**src/rtl/conv_enc_frame_ctrl.sv**
```systemverilog
// Frame sequencer for the rate-1/2 convolutional encoder.
// Accepts payload bytes over valid/ready, serialises them MSB-first onto the
// encoder input, appends TAIL zero bits, and registers the encoder's symbol
// pairs into a framed output stream (out_valid / out_last / done).
module conv_enc_frame_ctrl #(
    parameter int LEN_W = 12,
    parameter int TAIL  = 6
) (
    input  logic             clk,
    input  logic             rst,
    input  logic             start,
    input  logic [LEN_W-1:0] frame_len,
    output logic             busy,
    input  logic [7:0]       in_data,
    input  logic             in_valid,
    output logic             in_ready,
    output logic             enc_in_bit,
    input  logic [1:0]       enc_sym,
    output logic [1:0]       out_sym,
    output logic             out_valid,
    output logic             out_last,
    output logic             done,
    output logic             underrun
);

    // Tail counter covers the TAIL zero bits plus two drain cycles, so that
    // done lands exactly one cycle after the registered out_last.
    localparam int TC_W = $clog2(TAIL + 2);

    typedef enum logic [2:0] {
        S_IDLE,
        S_LOAD,
        S_DATA,
        S_TAIL,
        S_DONE
    } state_t;

    state_t           state_q;
    logic [LEN_W-1:0] len_q;
    logic [LEN_W-1:0] bytes_acc_q;
    logic [LEN_W-1:0] bytes_sent_q;
    logic [2:0]       bit_cnt_q;
    logic [TC_W-1:0]  tail_cnt_q;
    logic [7:0]       shift_q;
    logic [7:0]       hold_q;
    logic             hold_full_q;
    logic             enc_bit_q;
    logic             bit_vld_q;
    logic             last_bit_q;
    logic [1:0]       out_sym_q;
    logic             out_valid_q;
    logic             out_last_q;
    logic             done_q;
    logic             busy_q;
    logic             underrun_q;
    logic             in_ready_d;
    logic             accept_d;

    // Byte acceptance: only while framing, with the hold register free and
    // the frame's byte budget not yet exhausted.
    always_comb begin
        in_ready_d = ((state_q == S_LOAD) || (state_q == S_DATA)) &&
                     !hold_full_q && (bytes_acc_q < len_q);
        accept_d   = in_valid && in_ready_d;
    end

    // Frame FSM, datapath and output registers.
    always_ff @(posedge clk or negedge rst) begin
        if (!rst) begin
            state_q      <= S_IDLE;
            len_q        <= '0;
            bytes_acc_q  <= '0;
            bytes_sent_q <= '0;
            bit_cnt_q    <= '0;
            tail_cnt_q   <= '0;
            shift_q      <= '0;
            hold_q       <= '0;
            hold_full_q  <= 1'b0;
            enc_bit_q    <= 1'b0;
            bit_vld_q    <= 1'b0;
            last_bit_q   <= 1'b0;
            out_sym_q    <= '0;
            out_valid_q  <= 1'b0;
            out_last_q   <= 1'b0;
            done_q       <= 1'b0;
            busy_q       <= 1'b0;
            underrun_q   <= 1'b0;
        end else begin
            out_sym_q   <= enc_sym;
            out_valid_q <= bit_vld_q;
            out_last_q  <= last_bit_q;
            enc_bit_q   <= 1'b0;
            bit_vld_q   <= 1'b0;
            last_bit_q  <= 1'b0;
            done_q      <= 1'b0;

            if (accept_d) begin
                hold_q      <= in_data;
                hold_full_q <= 1'b1;
                bytes_acc_q <= bytes_acc_q + LEN_W'(1);
            end

            case (state_q)
                S_IDLE: begin
                    if (start && (frame_len != '0)) begin
                        len_q        <= frame_len;
                        underrun_q   <= 1'b0;
                        busy_q       <= 1'b1;
                        bytes_acc_q  <= '0;
                        bytes_sent_q <= '0;
                        hold_full_q  <= 1'b0;
                        bit_cnt_q    <= '0;
                        tail_cnt_q   <= '0;
                        state_q      <= S_LOAD;
                    end
                end
                S_LOAD: begin
                    if (hold_full_q) begin
                        shift_q      <= hold_q;
                        hold_full_q  <= 1'b0;
                        bytes_sent_q <= bytes_sent_q + LEN_W'(1);
                        bit_cnt_q    <= '0;
                        state_q      <= S_DATA;
                    end
                end
                S_DATA: begin
                    enc_bit_q <= shift_q[7];
                    bit_vld_q <= 1'b1;
                    shift_q   <= {shift_q[6:0], 1'b0};
                    bit_cnt_q <= bit_cnt_q + 3'd1;
                    if (bit_cnt_q == 3'd7) begin
                        if (bytes_sent_q == len_q) begin
                            tail_cnt_q <= '0;
                            state_q    <= S_TAIL;
                        end else if (hold_full_q) begin
                            shift_q      <= hold_q;
                            hold_full_q  <= 1'b0;
                            bytes_sent_q <= bytes_sent_q + LEN_W'(1);
                        end else begin
                            underrun_q <= 1'b1;
                            tail_cnt_q <= '0;
                            state_q    <= S_TAIL;
                        end
                    end
                end
                S_TAIL: begin
                    tail_cnt_q <= tail_cnt_q + TC_W'(1);
                    if (tail_cnt_q < TC_W'(TAIL)) begin
                        bit_vld_q <= 1'b1;
                        if (tail_cnt_q == TC_W'(TAIL - 1)) begin
                            last_bit_q <= 1'b1;
                        end
                    end else if (tail_cnt_q == TC_W'(TAIL + 1)) begin
                        done_q  <= 1'b1;
                        state_q <= S_DONE;
                    end
                end
                S_DONE: begin
                    busy_q  <= 1'b0;
                    state_q <= S_IDLE;
                end
                default: state_q <= S_IDLE;
            endcase
        end
    end

    assign busy       = busy_q;
    assign in_ready   = in_ready_d;
    assign enc_in_bit = enc_bit_q;
    assign out_sym    = out_sym_q;
    assign out_valid  = out_valid_q;
    assign out_last   = out_last_q;
    assign done       = done_q;
    assign underrun   = underrun_q;

endmodule
```
**config.mk**
```make
export PLATFORM = sky130hd
export DESIGN_NAME = conv_enc_frame_ctrl
export DESIGN_NICKNAME = d
export VERILOG_FILES = /design/src/rtl/conv_enc_frame_ctrl.sv
export SDC_FILE = /design/constraint.sdc
export NUM_CORES = 1
export LEC_CHECK = 0
export ABC_AREA = 0
export BUFFER_PORTS_ARGS = -buffer_cell sky130_fd_sc_hd__clkbuf_2
export CORE_MARGIN = 1.5
export CORE_UTILIZATION = 30
export DETAILED_ROUTE_END_ITERATION = 10
export PLACE_DENSITY = 0.55
export SLEW_MARGIN = 20
export SYNTH_ARGS = -nofsm -noshare
export SYNTH_HDL_FRONTEND = slang
export SYNTH_SLANG_ARGS = --single-unit
```
**constraint.sdc**
```tcl
create_clock -name clk -period 5.9 [get_ports clk]
set_input_delay 1.18 -clock clk [delete_from_list [all_inputs] [get_ports clk]]
set_output_delay 1.18 -clock clk [all_outputs]
set_load 0.02 [all_outputs]
```
# --- Word-level counts from Yosys, hierarchy flattened ---
# Index checks and enable logic that the tools add are counted.
word_totals:
  ff_bits: 72
  inputBits: 26
  output_inout_bits: 9
  wordCells: 111
op_classes:
  reduce_logical: 21
  n_eq_ne: 16
  magnitude_cmp: 2
  n_mux: 50
  add_sub_neg: 4
ops:
  columns: ["cell", "n"]
  rows:
  - ["two-way mux 12 bit", 7]
  - ["two-way mux 3 bit", 12]
  - ["one-hot mux 12 bit (3 select lines)", 1]
  - ["two-way mux 8 bit", 4]
  - ["adder 12 x 1 -> 12 bit (second input constant)", 2]
  - ["two-way mux 1 bit", 18]
  - ["one-hot mux 3 bit (3 select lines)", 2]
  - ["one-hot mux 8 bit (2 select lines)", 1]
  - ["== test 12 bit", 1]
  - ["== test 3 bit (second input constant)", 4]
  - ["< comparator 12 bit", 1]
  - ["!= test 2 bit (second input constant)", 6]
  - ["one-hot mux 3 bit (4 select lines)", 1]
  - ["nonzero test 12 bit", 1]
  - ["AND reduction 4 bit", 2]
  - ["adder 3 x 1 -> 3 bit (second input constant)", 2]
  - ["== test 3 x 2 -> 1 bit (second input constant)", 2]
  - ["one-hot mux 1 bit (2 select lines)", 3]
  - ["AND reduction 2 bit", 3]
  - ["AND reduction 6 bit", 1]
  - ["nonzero test 2 bit", 3]
  - ["nonzero test 3 bit", 2]
  - ["AND reduction 5 bit", 1]
  - ["logical AND 1 bit", 4]
  - ["9 further kinds", 9]

# --- Logic depth before layout (Yosys ltp) ---
# Gate-level depths: netlist (run 1).
depth:
  ltp_word: 10
  mapped_depth: 9
  depth_no_buf: 8

# --- Worst setup path before layout (run 1) ---
# OpenSTA, ideal clock, no wires.
synth_timing:
  path_type: "register -> output"
  start: "register bytes_acc_q[9]"
  end: "output in_ready"
  required_ps: 4720
  path_stages_with_launch: 6
  n_path_buf: 0
  path_slack_ps: 2788
  t_arrival_ps: 1932
  path_cell_list: "dfrtp_1 ha_1 a211oi_1 nor2_1 or4_4 a21oi_1"
synth_via:
  elab_chain_cells: 2
synth_lines:
  columns: ["element", "line_no", "rtl"]
  rows:
  - ["from (decl)", "40", "logic [LEN_W-1:0] bytes_acc_q;"]
  - ["from (signal assigned)", "100", "bytes_acc_q <= bytes_acc_q + LEN_W'(1);"]
  - ["< comparator 12 bit", "63", "!hold_full_q && (bytes_acc_q < len_q);"]
  - ["logical AND 1 bit", "63", null]
  - ["to (decl)", "16", "output logic in_ready,"]
# No other way between the ends.

# --- Worst setup path after layout (run 1) ---
layout_timing:
  start: "register state_q[1]"
  end: "output in_ready"
layout_via:
  elab_chain_cells: 4
  elab_cells_between_ends: 5
  classes_between: "eq/ne (2); reduce/logical (3)"
layout_lines:
  columns: ["element", "line_no", "rtl"]
  rows:
  - ["from (decl)", "38", "state_t state_q;"]
  - ["from (signal assigned)", "70", "state_q <= S_IDLE;"]
  - ["from (signal assigned)", "114", "state_q <= S_LOAD;"]
  - ["from (signal assigned)", "123", "state_q <= S_DATA;"]
  - ["== test 3 x 1 -> 1 bit or == test 3 x 2 -> 1 bit (tied branches)", "62", "in_ready_d = ((state_q == S_LOAD) || (state_q == S_DATA)) &&"]
  - ["logical OR 1 bit *", "62", null]
  - ["logical AND 1 bit *", "62", null]
  - ["logical AND 1 bit *", "63", null]
# Mark *: on every way between the ends. The rest lies on a longest branch, timed or not.

==> results.ini, run 1 <==
[run_status]
status=completed

[power_and_ir_drop]
vdd_ir_drop_max_uv=229
leakagePower_uw=0.00193
p_per_area_nw_per_um2=472
p_total_uw=2030

[final_layout]
post-route-util_pct=35.8
drive_above_1_share_pct=16.7
layout_commonest_cell=dfrtp_1
fin_nets=451
layout_common_cells=dfrtp_1, nand2_1, clkbuf_2
final_cell_area_sq_um=4310
diodes=0
synthToLayoutAreaGrowth_pct=16.3

[clock_network]
cts.path.max_buffers=2
cts_root_buf=clkbuf_16
post_cts_buffers=0
clkTransAtPathRegs_ns=0.06
cts_resized=0
cts_hold_buf=0
insertion_delay_ns=0.33
cts.sinks=72
htreeDepth=3
cts_tree=yes
cts_made_buffers=9

[worst_setup_path]
crit_buf_inv=1
crit_path_cell_trace=xnor2_1 -> or3_4 -> or4_4 -> a21oi_1 -> clkbuf_2
slowest_stage=dfrtp_1
arrival_ns=2.57
ff2ff_path_depth=5
cp_num_cells=5
crit_path_end=in_ready
crit_path_max_incr_delay_ns=0.71
worstPathMaxFanout=19
start_kind=flip-flop
required_ns=4.72
reg2reg_from=state_q[1]$_DFFE_PN0P_
endpoint_kind=output port
r2r_setup_slack_ns=3.16
crit_path_start=state_q[1]$_DFFE_PN0P_
regToRegEndpoint=hold_q[4]$_DFFE_PN0N_
cp_top_family=simple AND/OR/NAND/NOR gates
criticalPathCategory=reg -> out

[floorplan]
die-width_um=114
start_util_pct=30.8
io_pins=35
dieArea_sq_um=13000
coreArea_sq_um=12000
std_cell_rows=40
die_h_um=114

[sta]
period_needed_ns=3.75
fin_crit_sh_pct=63.6
final.setup.tns_ns=0
final.setup_skew_ns=0.00630
max-slew-margin-rel_pct=38.1
setup_viol=0
tightestPinTransition_ns=0.929
timing.fmax_ghz=0.267
setup_slack_ns=2.15
rsz0062_at_grt=no
final-max-slew-violation-count=0
hold_viol=0

[yosys]
synth_cells=376
syn_nets=420
yosys_most_used_dff=dfrtp_1
synthArstFlopShare_pct=100
synth-seq-cells=72
netlist_area_sq_um=3700
synth.avg_cell_area_sq_um=9.85
ys_warn_count=0
synth-seq-area-share_pct=48.6
synth-edff-count=0
ys_types=47

[global_routing]
grt-ovfl-total=0
grt_pass1_vias=2877
grt_first_pass_wirelength_um=14200
grt_max_degree=73
grt.total_usage_pct=13.9
antenna_found_initial=0

[hold_path]
hold_class=reg -> reg

[route]
wl_um=8280
first_pass_iters=4
drc=0
wire_per_inst_um=14.8
ant_nets=0
viasPerCell=5.14
vias=2874
first_iter_violations=127

[place]
port_buffers=34
hpwl_um=5890
dpl_worst_slack_ns=2.29
place_congestion=0.838
placed_cell_area_sq_um=4000

[job]
cap_violations=0

-- power by group --
| part | leakage, uW | internal, uW | switching, uW | total [uW] |
|---|---|---|---|---|
| combinational | 0.000886 | 286 | 393 | 678 |
| clock | 0.000139 | 330 | 215 | 545 |
| sequential | 0.000900 | 659 | 151 | 811 |
-- sequential cells by signal, indices dropped and copies added, names as in the netlist, 2 cells and up --
name	count
bytes_acc_q	12
bytes_sent_q	12
len_q	12
hold_q	8
shift_q	8
bit_cnt_q	3
state_q	3
tail_cnt_q	3
out_sym	2
-- how the worst min path moves through the flow --
stage	start	end	slack [ns]	depth (start not counted)
after floorplan	last_bit_q$_DFF_PN0_	out_last$_DFF_PN0_	0.33	0
after global placement	last_bit_q$_DFF_PN0_	out_last$_DFF_PN0_	0.34	0
after detailed placement	bit_vld_q$_DFF_PN0_	out_valid$_DFF_PN0_	0.34	0
after CTS	bit_vld_q$_DFF_PN0_	out_valid$_DFF_PN0_	0.35	0
after global routing	bit_vld_q$_DFF_PN0_	out_valid$_DFF_PN0_	0.36	0
final	bit_vld_q$_DFF_PN0_	out_valid$_DFF_PN0_	0.35	0
-- per-layer routing --
metal / GRT usage, % / up-vias / share of wire, % / routed length, um
met5: 0 / - / 0 / 0
met4: 4.75 / 0 / 1.3 / 111
met3: 2.17 / 11 / 2.5 / 203
met2: 23.0 / 42 / 48 / 3940
met1: 18.6 / 1416 / 49 / 4020
li1: - / 1405 / - / -
-- per-stage QoR --
| stage | hold slack, ns | std cells |
|---|---|---|
| final | 0.347 | 559 |
| after global routing | 0.360 | 559 |
| after CTS | 0.350 | 559 |
| after detailed placement | 0.336 | 543 |
| after global placement | 0.338 | 543 |
| after floorplan | 0.331 | 376 |
-- worst register-to-register path: cells and delay by family (launching register included) --
kind,cells,cell delay [ns]
muxes,1,0.42
DFF,1,0.71
xor gates and xnor gates,1,0.16
and+or+nand+nor,2,0.68
AOI/OAI and AO/OA,1,0.66
-- kinds of logic after synthesis --
logic type	after synthesis	share of synthesized area, %
and+or+nand+nor	119	16.3
AOI/OAI and AO/OA	90	15.6
DFF	72	48.6
buffers and inverters	44	4.73
adders and majority gates	18	6.08
xor gates and xnor gates	17	4.02
muxes	16	4.63
-- synthesized netlist by cell type (all sizes together) (4+ instances only) --
cell | count | share of area [%]
dfrtp | 72 | 49
nand2 | 41 | 4.2
o21ai | 31 | 4.2
inv | 29 | 2.9
a21oi | 24 | 3.2
ha | 18 | 6.1
xnor2 | 17 | 4.0
nand3 | 16 | 2.2
nor2 | 15 | 1.5
nand4 | 12 | 2.0
clkbuf | 11 | 1.1
mux2 | 9 | 2.7
or3 | 8 | 1.5
mux2i | 7 | 1.9
o31ai | 7 | 1.4
and3 | 6 | 1.0
nand2b | 6 | 1.0
o221ai | 6 | 1.4
buf | 4 | 0.68
nor4 | 4 | 0.68
or4 | 4 | 0.91
-- final cells by class --
type / count / area [sq um]
Inverter: 29 / 109
Multi-Input combinational cell: 260 / 1730
Clock buffer: 10 / 229
Sequential cell: 72 / 1800
Fill cell: 1258 / 7710
Timing Repair Buffer: 35 / 180
Clock inverter: 6 / 67.6
Tap cell: 147 / 184
No activity file was read; power rests on OpenSTA's default activity.
==> run 2: changes to the inputs <==
clock period = 3.68 ns   (was 5.9 ns; I/O delays follow)
==> run 2 against run 1 <==
Against the previous run:
- critical path depth unchanged
- register-to-register slack got worse by 2.2 ns
- utilization is 0.20 points higher
- global-route usage down 0.32 points
- critical path type unchanged
==> results.ini, run 2 (synthesis results as in run 1) <==
[route]
first_iter_violations=215
wire_per_inst_um=14.5
wl_um=8150
viasPerCell=5.17
vias=2901
first_pass_iters=4
drc=0
ant_nets=0

[final_layout]
top_regs=bytes_acc_q: 12 flops, bytes_sent_q: 12 flops, len_q: 12 flops
layout_commonest_cell=dfrtp_1
final_cell_count_no_fill=561
post-route-util_pct=36.0
diodes=0
multi_input_comb_area_sq_um=1730
layout_common_cells=dfrtp_1, nand2_1, clkbuf_2
synthToLayoutAreaGrowth_pct=16.9
drive_above_1_share_pct=17.4
fin_nets=453
fillers=1209
seqCellArea_sq_um=1800

[global_routing]
grt_first_pass_wirelength_um=13900
antenna_found_initial=0
grt-ovfl-total=0
grt_max_degree=73
grt_pass1_vias=2825
grt.total_usage_pct=13.6

[sta]
tightestPinTransition_ns=0.896
final.setup.tns_ns=0
max-slew-margin-rel_pct=40.3
rsz0062_at_grt=no
setup_slack_ns=0.470
final-max-slew-violation-count=0
hold_viol=0
setup_viol=0
period_needed_ns=3.21
final.setup_skew_ns=0.00626
fin_crit_sh_pct=87.2
timing.fmax_ghz=0.312

[clock_network]
clkTransAtPathRegs_ns=0.05
cts_hold_buf=0
htreeDepth=3
cts_tree=yes
cts_root_buf=clkbuf_16
cts_resized=0
cts.path.max_buffers=2
cts_made_buffers=9
insertion_delay_ns=0.33
cts.sinks=72
post_cts_buffers=0

[floorplan]
die_h_um=114
start_util_pct=30.8
std_cell_rows=40
dieArea_sq_um=13000
coreArea_sq_um=12000
io_pins=35
die-width_um=114

[worst_setup_path]
crit_buf_inv=1
crit_path_max_incr_delay_ns=0.67
criticalPathCategory=reg -> out
cp_top_family=simple AND/OR/NAND/NOR gates
r2r_setup_slack_ns=0.95
required_ns=2.94
start_kind=flip-flop
endpoint_kind=output port
crit_path_cell_trace=xnor2_1 -> or3_4 -> or4_4 -> a21oi_1 -> clkbuf_2
slowest_stage=dfrtp_1
worstPathMaxFanout=19
arrival_ns=2.47

[hold_path]
hold_class=reg -> reg

[place]
dpl_worst_slack_ns=0.805
dp_cells=545
hpwl_um=5860
port_buffers=34
place_congestion=0.848

[power_and_ir_drop]
leakagePower_uw=0.00194
p_per_area_nw_per_um2=760
vdd_ir_drop_max_uv=281

[run_status]
status=completed

[job]
cap_violations=0

==> run 2: worst register-to-register path, cell delays in order (launching register included) <==
cell	delay, ns
dfrtp_1	0.67
xnor2_1	0.16
or3_4	0.37
nor4_1	0.34
a21boi_2	0.67
mux2_2	0.41
==> run 2: cell type report <==
| type | instances | area share [%] |
|---|---|---|
| tap | 147 | 4.25 |
| timing repair buffer | 37 | 4.51 |
| inverter | 29 | 2.51 |
| clock inverter | 5 | 1.27 |
| sequential | 72 | 41.6 |
| multi-input combinational | 260 | 40.0 |
| clock buffer | 11 | 5.84 |
==> run 2: layer usage <==
layer	GRT usage, %	wire [um]
met1	19.2	4150
met2	21.0	3660
met3	3.02	283
met4	3.75	52
met5	0	0
==> run 2: through the flow <==
stage | instance area [sq um] | power, uW | hold WS [ns]
floorplan | 3700 | 2110 | 0.331
CTS | 4320 | 3320 | 0.351
finish | 4330 | 3290 | 0.351
global placement | 4020 | 2380 | 0.341
global route | 4330 | 3540 | 0.356
detailed placement | 4020 | 2420 | 0.339
==> run 2: path summary, 6_finish.rpt <==
path                                        startpoint                          end  cells after the start
min in group asynchronous                          rst  bytes_sent_q[7]$_DFFE_PN0P_                      1
worst max register to register  state_q[1]$_DFFE_PN0P_        hold_q[6]$_DFFE_PN0N_                      5
worst max-delay path            state_q[1]$_DFFE_PN0P_                     in_ready                      5
worst min register to register    last_bit_q$_DFF_PN0_           out_last$_DFF_PN0_                      0
worst min-delay path              last_bit_q$_DFF_PN0_           out_last$_DFF_PN0_                      0
max in group asynchronous                          rst               done$_DFF_PN0_                      1
==> run 2: report_power, final <==
group | switching, uW | internal (uW)
sequential | 237 | 1060
clock | 318 | 559
combinational | 644 | 475
total | 1200 | 2090
==> run 3: changes to the inputs <==
CELL_PAD_IN_SITES_DETAIL_PLACEMENT = 0   (was unset)
CELL_PAD_IN_SITES_GLOBAL_PLACEMENT = 2   (was unset)
PLACE_DENSITY = 0.74   (was 0.55)
==> run 3 against run 2 <==
Against the previous run:
- clock power is 2% higher
- cell area is 0.26% higher
- die area stayed put
- wire length is 4.7% higher
- combinational power hardly changed
- sequential power hardly changed
- critical path type unchanged
- largest power group unchanged
==> results.ini, run 3 (synthesis results as in run 1) <==
[worst_setup_path]
crit_path_max_incr_delay_ns=0.69
regToRegEndpoint=hold_q[0]$_DFFE_PN0N_
criticalPathCategory=reg -> out
crit_path_cell_trace=xnor2_1 -> or3_4 -> or4_4 -> a21oi_1 -> clkbuf_2
arrival_ns=2.52
r2r_setup_slack_ns=0.90
start_kind=flip-flop
slowest_stage=dfrtp_1
worstPathMaxFanout=19
required_ns=2.94
crit_buf_inv=1
cp_top_family=simple AND/OR/NAND/NOR gates
ff2ff_path_depth=5
reg2reg_from=state_q[1]$_DFFE_PN0P_
endpoint_kind=output port

[sta]
max-slew-margin-rel_pct=28.4
fin_crit_sh_pct=88.6
period_needed_ns=3.26
setup_viol=0
whs_ns=0.348
tightestPinTransition_ns=1.07
final.setup_skew_ns=0.00731
rsz0062_at_grt=no
timing.fmax_ghz=0.307
final.setup.tns_ns=0
hold_viol=0
setup_slack_ns=0.419
final-max-slew-violation-count=0

[power_and_ir_drop]
vdd_ir_drop_max_uv=252
leakagePower_uw=0.00194
p_per_area_nw_per_um2=762

[clock_network]
cts_tree=yes
clkTransAtPathRegs_ns=0.06
cts_root_buf=clkbuf_16
cts_hold_buf=0
insertion_delay_ns=0.34
cts_resized=0
cts.path.max_buffers=2
htreeDepth=3
cts.sinks=72
post_cts_buffers=0
cts_made_buffers=9

[hold_path]
hold_class=reg -> reg
worstHoldStart=bit_vld_q$_DFF_PN0_
hold_depth=0
holdPathEnd=out_valid$_DFF_PN0_

[final_layout]
synthToLayoutAreaGrowth_pct=17.2
layout_common_cells=dfrtp_1, nand2_1, clkbuf_2
diodes=0
fin_nets=455
drive_above_1_share_pct=17.1
layout_commonest_cell=dfrtp_1
final_cell_count_no_fill=563
top_regs=bytes_acc_q: 12 flops, bytes_sent_q: 12 flops, len_q: 12 flops

[run_status]
status=completed

[global_routing]
grt.total_usage_pct=14.7
antenna_found_initial=0
grt_max_degree=73
grt_pass1_vias=2879
grt-ovfl-total=0
grt_first_pass_wirelength_um=14900

[route]
ant_nets=0
drc=0
first_iter_violations=158
wire_per_inst_um=15.1
viasPerCell=5.12
vias=2885
first_pass_iters=4
wl_um=8530

[place]
dpl_worst_slack_ns=0.796
hpwl_um=6010
dp_cells=547
place_congestion=0.764
port_buffers=34

[job]
cap_violations=0

[floorplan]
dieArea_sq_um=13000
start_util_pct=30.8
die_h_um=114
io_pins=35
std_cell_rows=40
coreArea_sq_um=12000
die-width_um=114

run 3: area by class of cell:
class,instances,area [sq um]
multi-input combinational,260,1730
clock inverter,4,52.6
sequential,72,1800
inverter,29,109
clock buffer,12,256
tap,147,184
fill,1221,7670
timing repair buffer,39,210
run 3: per-stage QoR:
stage | utilization (%) | instance area, sq um | total power (uW)
4_1_cts | 36.1 | 4340 | 3360
3_3_place_gp | 33.6 | 4030 | 2410
6_report | 36.1 | 4340 | 3310
5_1_grt | 36.1 | 4340 | 3600
3_5_place_dp | 33.6 | 4030 | 2440
2_1_floorplan | - | 3700 | 2110
run 3: worst max path at each step:
| stage | startpoint | end | cells past startpoint | slack, ns |
|---|---|---|---|---|
| CTS | state_q[1]$_DFFE_PN0P_ | in_ready | 5 | 0.42 |
| detailed placement | state_q[1]$_DFFE_PN0P_ | in_ready | 5 | 0.80 |
| global placement | state_q[1]$_DFFE_PN0P_ | in_ready | 5 | 0.85 |
| finish | state_q[1]$_DFFE_PN0P_ | in_ready | 5 | 0.42 |
| global route | state_q[1]$_DFFE_PN0P_ | in_ready | 5 | 0.25 |
| floorplan | bytes_acc_q[9]$_DFF_PN0_ | in_ready | 5 | 1.01 |
run 3: power breakdown:
part | total [uW] | internal [uW] | switching, uW
Sequential | 1280 | 1060 | 225
Combinational | 1130 | 478 | 656
Clock | 893 | 562 | 331
run 3: layer usage:
layer / routed length, um / track usage (%) / up-vias
met4: 141 / 5.33 / 0
met5: 0 / 0 / -
met3: 389 / 3.34 / 12
met1: 4090 / 19.6 / 1403
met2: 3910 / 23.5 / 58
li1: - / - / 1412
